==> config.mk <==
export PLATFORM = sky130hd
export DESIGN_NAME = iter_shifter_flat
export DESIGN_NICKNAME = d
export VERILOG_FILES = /design/src/rtl/iter_shifter_if.sv /design/src/rtl/iter_shifter.sv /design/src/flat_wrapper.sv
export SDC_FILE = /design/constraint.sdc
export NUM_CORES = 1
export LEC_CHECK = 0
export CAP_MARGIN = 20
export CELL_PAD_IN_SITES_DETAIL_PLACEMENT = 1
export CELL_PAD_IN_SITES_GLOBAL_PLACEMENT = 1
export CORE_ASPECT_RATIO = 1.1
export CORE_UTILIZATION = 34
export DETAILED_ROUTE_END_ITERATION = 6
export GPL_TIMING_DRIVEN = 0
export PLACE_DENSITY = 0.81
export RECOVER_POWER = 50
export SLEW_MARGIN = 20
export SYNTH_ARGS = -nofsm -noshare
export SYNTH_HDL_FRONTEND = slang
export SYNTH_SLANG_ARGS = --single-unit
==> constraint.sdc <==
create_clock -name clock -period 3 [get_ports clock]
set_clock_uncertainty 0.1 [all_clocks]
set_input_delay 0.45 -clock clock [delete_from_list [all_inputs] [get_ports clock]]
set_output_delay 0.45 -clock clock [all_outputs]
set_load 0.01 [all_outputs]
==> src/rtl/iter_shifter_if.sv <==
// ----------------------------------------------------------------------------
// iter_shifter_if
//
// Groups the request and response signals of the iterative shift/rotate unit.
//
// Handshake:
//   The requester raises start with op/data_in/shamt valid. The unit takes
//   the request on a rising clock edge only when busy=0 and abort=0.
//   busy=1 means a request is in progress, and start is ignored. done is a
//   one-cycle pulse that marks result/shift_out as valid. Those values then
//   hold until the next request is taken. A start that arrives in the done
//   cycle is taken, so operations can run back to back.
//
// Signals:
//   start     requester -> unit   request strobe
//   abort     requester -> unit   cancel an operation in progress
//   op        requester -> unit   3-bit operation code
//   data_in   requester -> unit   WIDTH-bit operand
//   shamt     requester -> unit   shift count, $clog2(WIDTH) bits
//   result    unit -> requester   working/result register
//   shift_out unit -> requester   last bit shifted or rotated out
//   busy      unit -> requester   operation in progress
//   done      unit -> requester   one-cycle completion pulse
// ----------------------------------------------------------------------------
interface iter_shifter_if #(
    parameter int WIDTH = 32
);
    localparam int SW = $clog2(WIDTH);

    logic             start;
    logic             abort;
    logic [2:0]       op;
    logic [WIDTH-1:0] data_in;
    logic [SW-1:0]    shamt;
    logic [WIDTH-1:0] result;
    logic             shift_out;
    logic             busy;
    logic             done;

    modport master (
        output start, abort, op, data_in, shamt,
        input  result, shift_out, busy, done
    );

    modport slave (
        input  start, abort, op, data_in, shamt,
        output result, shift_out, busy, done
    );
endinterface

==> src/rtl/iter_shifter.sv <==
// ----------------------------------------------------------------------------
// iter_shifter
//
// Iterative shift/rotate unit for the Mini SRC ALU. It performs SHL, SHR,
// SHRA, ROL and ROR on a WIDTH-bit operand and moves at most STEP bit
// positions per clock. The control unit holds the datapath until done
// pulses, and then loads Zlow from result.
//
// Ports:
//   clock      rising-edge clock
//   clear      asynchronous active-low reset
//   bus        iter_shifter_if.slave (start/abort/op/data_in/shamt in;
//              result/shift_out/busy/done out)
//   state_dbg  current FSM state (0 IDLE, 1 RUN, 2 DONE)
//
// Parameters:
//   WIDTH  operand width: a power of two from 8 to 64
//   STEP   maximum shift per cycle: a power of two from 1 to WIDTH
// ----------------------------------------------------------------------------
module iter_shifter #(
    parameter int WIDTH = 32,
    parameter int STEP  = 1
) (
    input  logic              clock,
    input  logic              clear,
    iter_shifter_if.slave     bus,
    output logic [1:0]        state_dbg
);
    localparam int SW = $clog2(WIDTH);
    // Per-cycle step amount. One extra bit lets STEP == WIDTH be represented.
    localparam int KW = SW + 1;
    localparam logic [KW-1:0] STEP_K  = KW'(STEP);
    localparam logic [KW-1:0] WIDTH_K = KW'(WIDTH);

    localparam logic [2:0] OP_SHL  = 3'd0;
    localparam logic [2:0] OP_SHR  = 3'd1;
    localparam logic [2:0] OP_SHRA = 3'd2;
    localparam logic [2:0] OP_ROL  = 3'd3;
    localparam logic [2:0] OP_ROR  = 3'd4;

    typedef enum logic [1:0] {
        S_IDLE = 2'd0,
        S_RUN  = 2'd1,
        S_DONE = 2'd2
    } state_t;

    state_t           state_q, state_d;
    logic [WIDTH-1:0] result_q;
    logic             shift_out_q;
    logic [2:0]       op_q;
    logic [SW-1:0]    rem_q;

    logic             accept;
    logic             op_legal;
    logic [KW-1:0]    k;
    logic [SW-1:0]    rem_next;
    logic [WIDTH-1:0] step_res;
    logic             step_so;
    logic [WIDTH-1:0] tmp_hi;
    logic [WIDTH-1:0] tmp_lo;

    // A start is taken in IDLE or DONE, and abort blocks it.
    assign accept   = bus.start && !bus.abort && (state_q != S_RUN);
    assign op_legal = (bus.op <= OP_ROR);

    // In RUN the remaining count is never zero, so k >= 1 there.
    assign k        = ({1'b0, rem_q} >= STEP_K) ? STEP_K : {1'b0, rem_q};
    assign rem_next = rem_q - k[SW-1:0];

    // One step of k positions. The bit that leaves is the last one shifted
    // out of the word: index WIDTH-k for left shifts and k-1 for right shifts.
    // SHRA repeats the current MSB, which always equals the original MSB.
    always_comb begin
        step_res = result_q;
        step_so  = shift_out_q;
        tmp_hi   = result_q >> (WIDTH_K - k);
        tmp_lo   = result_q >> (k - KW'(1));
        case (op_q)
            OP_SHL: begin
                step_res = result_q << k;
                step_so  = tmp_hi[0];
            end
            OP_SHR: begin
                step_res = result_q >> k;
                step_so  = tmp_lo[0];
            end
            OP_SHRA: begin
                step_res = $unsigned($signed(result_q) >>> k);
                step_so  = tmp_lo[0];
            end
            OP_ROL: begin
                step_res = (result_q << k) | (result_q >> (WIDTH_K - k));
                step_so  = step_res[0];
            end
            OP_ROR: begin
                step_res = (result_q >> k) | (result_q << (WIDTH_K - k));
                step_so  = step_res[WIDTH-1];
            end
            default: begin
                step_res = result_q;
                step_so  = shift_out_q;
            end
        endcase
    end

    // Next-state logic
    always_comb begin
        state_d = state_q;
        case (state_q)
            S_IDLE, S_DONE: begin
                if (accept) begin
                    // A zero count or an illegal op skips RUN, so done
                    // follows one cycle after the start is taken.
                    if ((bus.shamt == '0) || !op_legal) begin
                        state_d = S_DONE;
                    end else begin
                        state_d = S_RUN;
                    end
                end else begin
                    state_d = S_IDLE;
                end
            end
            S_RUN: begin
                if (bus.abort) begin
                    state_d = S_IDLE;
                end else if (rem_next == '0) begin
                    state_d = S_DONE;
                end
            end
            default: state_d = S_IDLE;
        endcase
    end

    always_ff @(posedge clock or negedge clear) begin
        if (!clear) begin
            state_q <= S_IDLE;
        end else begin
            state_q <= state_d;
        end
    end

    // Datapath. An abort freezes result/shift_out at their partial values.
    always_ff @(posedge clock or negedge clear) begin
        if (!clear) begin
            result_q    <= '0;
            shift_out_q <= 1'b0;
            op_q        <= '0;
            rem_q       <= '0;
        end else if (accept) begin
            result_q    <= bus.data_in;
            shift_out_q <= 1'b0;
            op_q        <= bus.op;
            rem_q       <= bus.shamt;
        end else if ((state_q == S_RUN) && !bus.abort) begin
            result_q    <= step_res;
            shift_out_q <= step_so;
            rem_q       <= rem_next;
        end
    end

    // All outputs come straight from registers or state decode.
    assign bus.result    = result_q;
    assign bus.shift_out = shift_out_q;
    assign bus.busy      = (state_q == S_RUN);
    assign bus.done      = (state_q == S_DONE);
    assign state_dbg     = state_q;
endmodule

==> src/flat_wrapper.sv <==
// flat-port wrapper written by rule: the top's interface ports become plain ports
module iter_shifter_flat 
#(
    parameter int WIDTH = 32,
    parameter int STEP  = 1
)
  (clock, clear, state_dbg, bus_start, bus_abort, bus_op, bus_data_in, bus_shamt, bus_result, bus_shift_out, bus_busy, bus_done);
  iter_shifter_if #(.WIDTH(WIDTH)) bus_i ();
  input  logic clock;
  input  logic clear;
  output logic [1:0] state_dbg;
  input wire logic [$bits(bus_i.start)-1:0] bus_start;
  input wire logic [$bits(bus_i.abort)-1:0] bus_abort;
  input wire logic [$bits(bus_i.op)-1:0] bus_op;
  input wire logic [$bits(bus_i.data_in)-1:0] bus_data_in;
  input wire logic [$bits(bus_i.shamt)-1:0] bus_shamt;
  output wire logic [$bits(bus_i.result)-1:0] bus_result;
  output wire logic [$bits(bus_i.shift_out)-1:0] bus_shift_out;
  output wire logic [$bits(bus_i.busy)-1:0] bus_busy;
  output wire logic [$bits(bus_i.done)-1:0] bus_done;
  assign bus_i.start = bus_start;
  assign bus_i.abort = bus_abort;
  assign bus_i.op = bus_op;
  assign bus_i.data_in = bus_data_in;
  assign bus_i.shamt = bus_shamt;
  assign bus_result = bus_i.result;
  assign bus_shift_out = bus_i.shift_out;
  assign bus_busy = bus_i.busy;
  assign bus_done = bus_i.done;
  iter_shifter #(.WIDTH(WIDTH), .STEP(STEP)) u_core (.clock(clock), .clear(clear), .bus(bus_i), .state_dbg(state_dbg));
endmodule
Word-level counts from Yosys, hierarchy flattened
Cells that the tools add are included.

word-level totals
  bits in registers = 43
  input bits = 44
  output and inout port bits = 37
  logic and storage cells = 57

operators by class
  add/sub/neg operators = 3
  $lt $le $gt $ge = 2
  eq/ne operators = 8
  shift operators = 6
  mux-type cells = 14
  bitwise operators = 2
  reduce and logical (&&, ||, !) cells = 17

operators by type and width
  operator                                                                number
  32-bit case mux with 5 select lines                                     1
  32-bit 2-to-1 mux                                                       2
  32-bit bitwise OR                                                       2
  32-bit by 6-bit << shifter with 32-bit output                           2
  32-bit by 6-bit right shift with 32-bit output                          2
  32-bit by 6-bit right shift with 1-bit output                           1
  32-bit by 6-bit >>> shifter with 32-bit output                          1
  5-bit 2-to-1 mux                                                        3
  5-bit logical NOT                                                       2
  2-bit 2-to-1 mux                                                        4
  3-bit by 2-bit equality test with 1-bit output (second input constant)  2
  6-bit nonzero test                                                      1
  6-bit by 1-bit subtractor with 6-bit output (second input constant)     1
  6-bit subtractor (first input constant)                                 1
  5-bit by 1-bit >= comparator with 1-bit output (second input constant)  1
  5-bit nonzero test                                                      1
  5-bit subtractor                                                        1
  1-bit case mux with 4 select lines                                      1
  2-bit case mux with 2 select lines                                      1
  2-bit AND reduction                                                     2
  2-bit OR reduction                                                      2
  3-bit by 1-bit equality test with 1-bit output (second input constant)  1
  3-bit equality test (second input constant)                             1
  3-bit <= comparator (second input constant)                             1
  11 further kinds                                                        15

Depth between registers and ports, before layout
  depth in word-level cells = 8
  depth in mapped cells = 13

Least setup slack after synthesis
No wires, ideal clock.

  path type = flip-flop to flip-flop
  start = register u_core.rem_q[1]
  end = register u_core.result_q[20] (netlist: u_core.bus.result[20])
  setup time = 0.083 ns
  data arrival time = 2.887 ns
  required time = 2.817 ns
  slack = -0.070 ns
  cell stages (with the launch flop) = 13
  path buffers = 4
  period minus slack after synthesis = 3.070 ns
  path through = dfrtp_1 > nor3_4 > nand2_4 > inv_2 > buf_4 > buf_2 > ha_1 > clkbuf_1 > clkinv_1 > nor3_1 > clkbuf_1 > a221oi_1 > o21ai_0

between the ends
  longest elaborated chain between the ends = 8

ends and longest elaborated chain
  element                                                                                                          line                                    text
  from (decl)                                                                                                      iter_shifter.sv:51                      logic [SW-1:0] rem_q;
  from (signal assigned)                                                                                           iter_shifter.sv:153                     rem_q <= bus.shamt;
  from (signal assigned)                                                                                           iter_shifter.sv:157                     rem_q <= rem_next;
  5-bit by 1-bit >= comparator with 1-bit output                                                                   iter_shifter.sv:67                      assign k = ({1'b0, rem_q} >= STEP_K) ? STEP_K : {1'b0, rem_q};
  5-bit 2-to-1 mux (*)                                                                                             iter_shifter.sv:67
  6-bit subtractor                                                                                                 iter_shifter.sv:92, iter_shifter.sv:96
  32-bit by 6-bit << shifter with 32-bit output or 32-bit by 6-bit right shift with 32-bit output (tied branches)  -
  32-bit bitwise OR (on tied branches)                                                                             iter_shifter.sv:96, iter_shifter.sv:92
  32-bit case mux with 5 select lines (*)                                                                          iter_shifter.sv:78                      case (op_q)
  32-bit 2-to-1 mux (*)                                                                                            iter_shifter.sv:154                     end else if ((state_q == S_RUN) && !bus.abort) begin
  32-bit 2-to-1 mux (*)                                                                                            iter_shifter.sv:149                     end else if (accept) begin
  to (signal assigned)                                                                                             iter_shifter.sv:150                     result_q <= bus.data_in;
  to (signal assigned)                                                                                             iter_shifter.sv:155                     result_q <= step_res;
  to (decl)                                                                                                        iter_shifter.sv:48                      logic [WIDTH-1:0] result_q;

Every way passes the cells marked *; elsewhere a longest branch is shown, timed or not. The select of a mux whose other input is x is not followed.
A chain may end at the register's enable or synchronous reset.

Worst setup path in the final report
  start = register u_core.rem_q[2]
  end = register u_core.shift_out_q (netlist: u_core.bus.shift_out)

between the ends
  longest elaborated chain between the ends = 8

ends and longest elaborated chain
  element                                                                                                          line                                                        text
  5-bit by 1-bit >= comparator with 1-bit output                                                                   iter_shifter.sv:67
  5-bit 2-to-1 mux (*)                                                                                             iter_shifter.sv:67
  6-bit subtractor                                                                                                 iter_shifter.sv:76, iter_shifter.sv:92, iter_shifter.sv:96
  32-bit by 6-bit << shifter with 32-bit output or 32-bit by 6-bit right shift with 32-bit output (tied branches)  iter_shifter.sv:96, iter_shifter.sv:76
  32-bit bitwise OR (on tied branches)                                                                             iter_shifter.sv:96, iter_shifter.sv:92
  1-bit case mux with 4 select lines (*)                                                                           iter_shifter.sv:78
  1-bit 2-to-1 mux (*)                                                                                             iter_shifter.sv:154
  1-bit 2-to-1 mux (*)                                                                                             iter_shifter.sv:149
  to (signal assigned)                                                                                             iter_shifter.sv:156                                         shift_out_q <= step_so;
  to (decl)                                                                                                        iter_shifter.sv:49                                          logic shift_out_q;

Marked as above.

==> impl_metrics.csv <==
group,metric,value,unit
floorplan,design.core.area,11100,µm²
drt,post-route-drc-count,0,
yosys,synth.distinct_cells,63,
clock_network,clockRootBuffer,"clkbuf_16",
floorplan,dieWidth,105,µm
yosys,simple_gate_share_of_the_synthesized_area,0.213,
setup_path,path_common_cell,"buf_8",
pwr,power.ir.vdd_worst,0.000350,V
sta,max_slew.worst_pin.slew,1.31,ns
layout,layout-drive-gt1-share,0.133,
setup_path,path_depth,12,
clock_network,ctsHoldBuffers,0,
setup_path,critPathCapture,"u_core.bus.shift_out$_DFFE_PN0P_",
yosys,synth_edf_count,0,
grt,grt_util_all_layers,0.360,
drt,antenna_left,0,
clock_network,clkLatencyLatePin,0.30,ns
yosys,synth_top_family_by_area,"compound AO/OA/AOI/OAI gates",
yosys,asyncSetResetFlopFracSynth,1.00,
clock_network,htree_num_levels,2,
sta,report.final.setup_viol,0,
yosys,synth_compound_area_frac,0.354,
run,timing.max_cap.violations,0,
drt,vias,5118,
place,place.port_buffers,80,
setup_path,rr_worst_depth,12,
sta,drv_slew,0,
floorplan,initial_utilization,0.356,
setup_path,destination_of_the_worst_register_to_register_timing_path,"u_core.bus.shift_out$_DFFE_PN0P_",
layout,layout.cells.non_filler,769,
yosys,synthDominantAreaCellType,"dfrtp_1",
yosys,synth.ff_latch_count,43,
setup_path,timing.critical_path.from,"u_core.rem_q[2]$_DFFE_PN0P_",
yosys,sequential_cell_area_fraction_in_the_yosys_report,0.272,
grt,globalRouteOverflowTotal,0,
layout,area_delta_synth_final,35.4,%
drt,viasPerCell,6.66,
drt,drt_wl_total,21.3,mm
floorplan,placementRows,40,
sta,layout_worst_path_cycle_share,0.989,
setup_path,critPathBufInv,3,
floorplan,design.portCount,81,
setup_path,path_cells,"nor3_4 -> nand2_4 -> inv_8 -> buf_8 -> buf_8 -> ha_2 -> mux2_2 -> o211ai_1 -> and3_1 -> a31oi_1 -> a21oi_1 -> and3b_1",
status,status,"complete, no violations",
yosys,synth_xor_xnor_area_share,0.00443,
layout,fillers,1359,
drt,wl_per_cell,27.7,µm
clock_network,clkSlewWorstSetupHoldPaths,0.06,ns
yosys,yosys.area_share.adder,0.00919,
clock_network,clock_sink_count,43,
grt,antenna_violations_before_repair,0,
sta,max_freq,337,MHz
yosys,synth.yosys.warnings,0,
drt,dr.pass1.iters,5,
pwr,power.leakage,0.00212,µW
setup_path,critical_path.top_delay_family,"simple AND/OR/NAND/NOR gates",
place,hpwlAfterDp,15.7,mm
clock_network,cts_tree,"done",
drt,drt_iter0_drc,504,
yosys,syn-instance-count,528,
layout,layout.cells.most_common,"nand2_1",
yosys,dominantRegCellSynth,"dfrtp_1",
yosys,synth_top_area_frac,0.272,
setup_path,critical-path-slowest-cell,"dfrtp_2",
grt,grt_max_degree,23,
setup_path,setup.worst_path.end_class,"register",
layout,most-common-layout-cells,"nand2_1, clkdlybuf4s50_1, o21ai_0",
layout,fin_nets,668,
sta,rsz0062_at_grt,"yes",
floorplan,die_area,12100,µm²
sta,final_critical_path_setup_slack,0.0327,ns
setup_path,criticalPathCategory,"reg -> reg",
yosys,mappedNetlistNets,574,
floorplan,chipHeight,115,µm
setup_path,arrival_time_at_the_worst_endpoint,3.05,ns
place,post-place-cells,756,
clock_network,cts-root-to-sink-buffers,2,
setup_path,cp_slowest_stage_delay,0.44,ns
yosys,synth.area.top_cells,"dfrtp_1, o21ai_0, nand2_1",
place,preCtsSetupSlack,-1.45,ns
grt,grt_first_pass_wirelength,32.1,mm
min_path,timing.hold.worst.class,"in -> async",
layout,inserted_diodes,0,
setup_path,worstSetupStartpointType,"register",
grt,grt_pass1_vias,5146,
yosys,syn-mean-instance-area,7.48,µm²
layout,finish.instance_area,5350,µm²
setup_path,rrSetupSlack,0.03,ns
place,place_congestion,1.00,
yosys,yosys-mux-area-fraction,0.0871,
clock_network,number_of_buffers_created_by_cts,5,
setup_path,required,3.08,ns
setup_path,crit-reg2reg-launch,"u_core.rem_q[2]$_DFFE_PN0P_",
setup_path,worst-path-max-fanout,10,
pwr,power_density,727,nW/µm²
yosys,syn-cell-area,3950,µm²
sta,slew_headroom,0.128,
sta,finalCriticalPeriod,2.97,ns
place,postPlaceCellArea,4960,µm²
sta,finalHoldViolations,0,
## sequential cells by signal (all words and copies together) (netlist names)
register	flops
u_core.op_q	3
u_core.rem_q	5
u_core.bus.result	32
u_core.state_dbg	2
u_core.bus.shift_out	1
## repair_timing
action	CTS	global route
endpoints found under the setup margin	33	30
pin swaps	5	11
resized for setup	38	25
cloned	0	0
buffers inserted	4	4
## metal layers
metal  up-vias  global-route usage  share of wire
li1       2198                   -              -
met1      2556               0.473           0.42
met2       292               0.586           0.45
met3        72              0.0459          0.077
met4         0               0.177          0.054
met5         -                   0              0
## final cells by class
type / count / area (µm²) / area share
plain buffers: 44 / 272 / 0.0508
clock buffers: 6 / 139 / 0.0260
clock inverters: 1 / 5.00 / 0.000936
inverters: 7 / 38.8 / 0.00725
multi-input cells: 432 / 2780 / 0.519
flip-flops and latches: 43 / 1080 / 0.201
well taps: 147 / 184 / 0.0344
repair buffers: 89 / 858 / 0.160
## worst min path at each step
stage	from	to	slack, ns
3_3_place_gp	u_core.state_dbg[0]$_DFFE_PN0P_	u_core.state_dbg[0]$_DFFE_PN0P_	0.45
2_1_floorplan	clear	u_core.bus.result[0]$_DFFE_PN0P_	0.05
3_5_place_dp	clear	u_core.bus.result[4]$_DFFE_PN0P_	0.38
5_1_grt	clear	u_core.bus.result[4]$_DFFE_PN0P_	0.41
6_report	clear	u_core.bus.result[4]$_DFFE_PN0P_	0.31
4_1_cts	clear	u_core.bus.result[4]$_DFFE_PN0P_	0.07
## cells in the mapped netlist, types with 8 or more instances
cell,count
a21oi_1,47
a222oi_1,8
a22oi_1,8
a31oi_1,17
buf_2,16
clkbuf_1,25
dfrtp_1,43
mux2i_1,22
nand2_1,68
nand3_1,14
nor2_1,46
nor3_1,14
o211ai_1,8
o21ai_0,59
o22ai_1,10
o31ai_1,9
o32ai_1,11
or3_1,8
## report_power, final
group | switching [µW] | internal [µW] | leakage [µW]
combinational | 1270 | 914 | 0.00152
sequential | 389 | 741 | 0.000528
clock | 250 | 326 | 0.0000727
## logic make-up (layout without fill, tap and decap cells)
group | after synthesis | count (layout)
buffers and inverters | 53 | 147
XOR/XNOR | 2 | 2
adder cells (fa/ha/maj) | 3 | 3
other | 1 | 1
AO/OA/AOI/OAI | 216 | 216
multiplexers | 29 | 29
flip-flops | 43 | 43
AND/OR/NAND/NOR | 181 | 181
## per-stage QoR
| stage | util | setup TNS [ns] | hold WS [ns] | power (µW) |
|---|---|---|---|---|
| 6_report | 0.481 | 0 | 0.307 | 3890 |
| 5_1_grt | 0.481 | -0.0405 | 0.414 | 4050 |
| 4_1_cts | 0.474 | 0 | 0.0680 | 3790 |
| 3_5_place_dp | 0.446 | -34.37 | 0.380 | 3120 |
| 3_3_place_gp | 0.444 | -35.64 | 0.449 | 3090 |
| 2_1_floorplan | - | 0 | 0.0544 | 2130 |
Power figures use the tool's default switching activity.
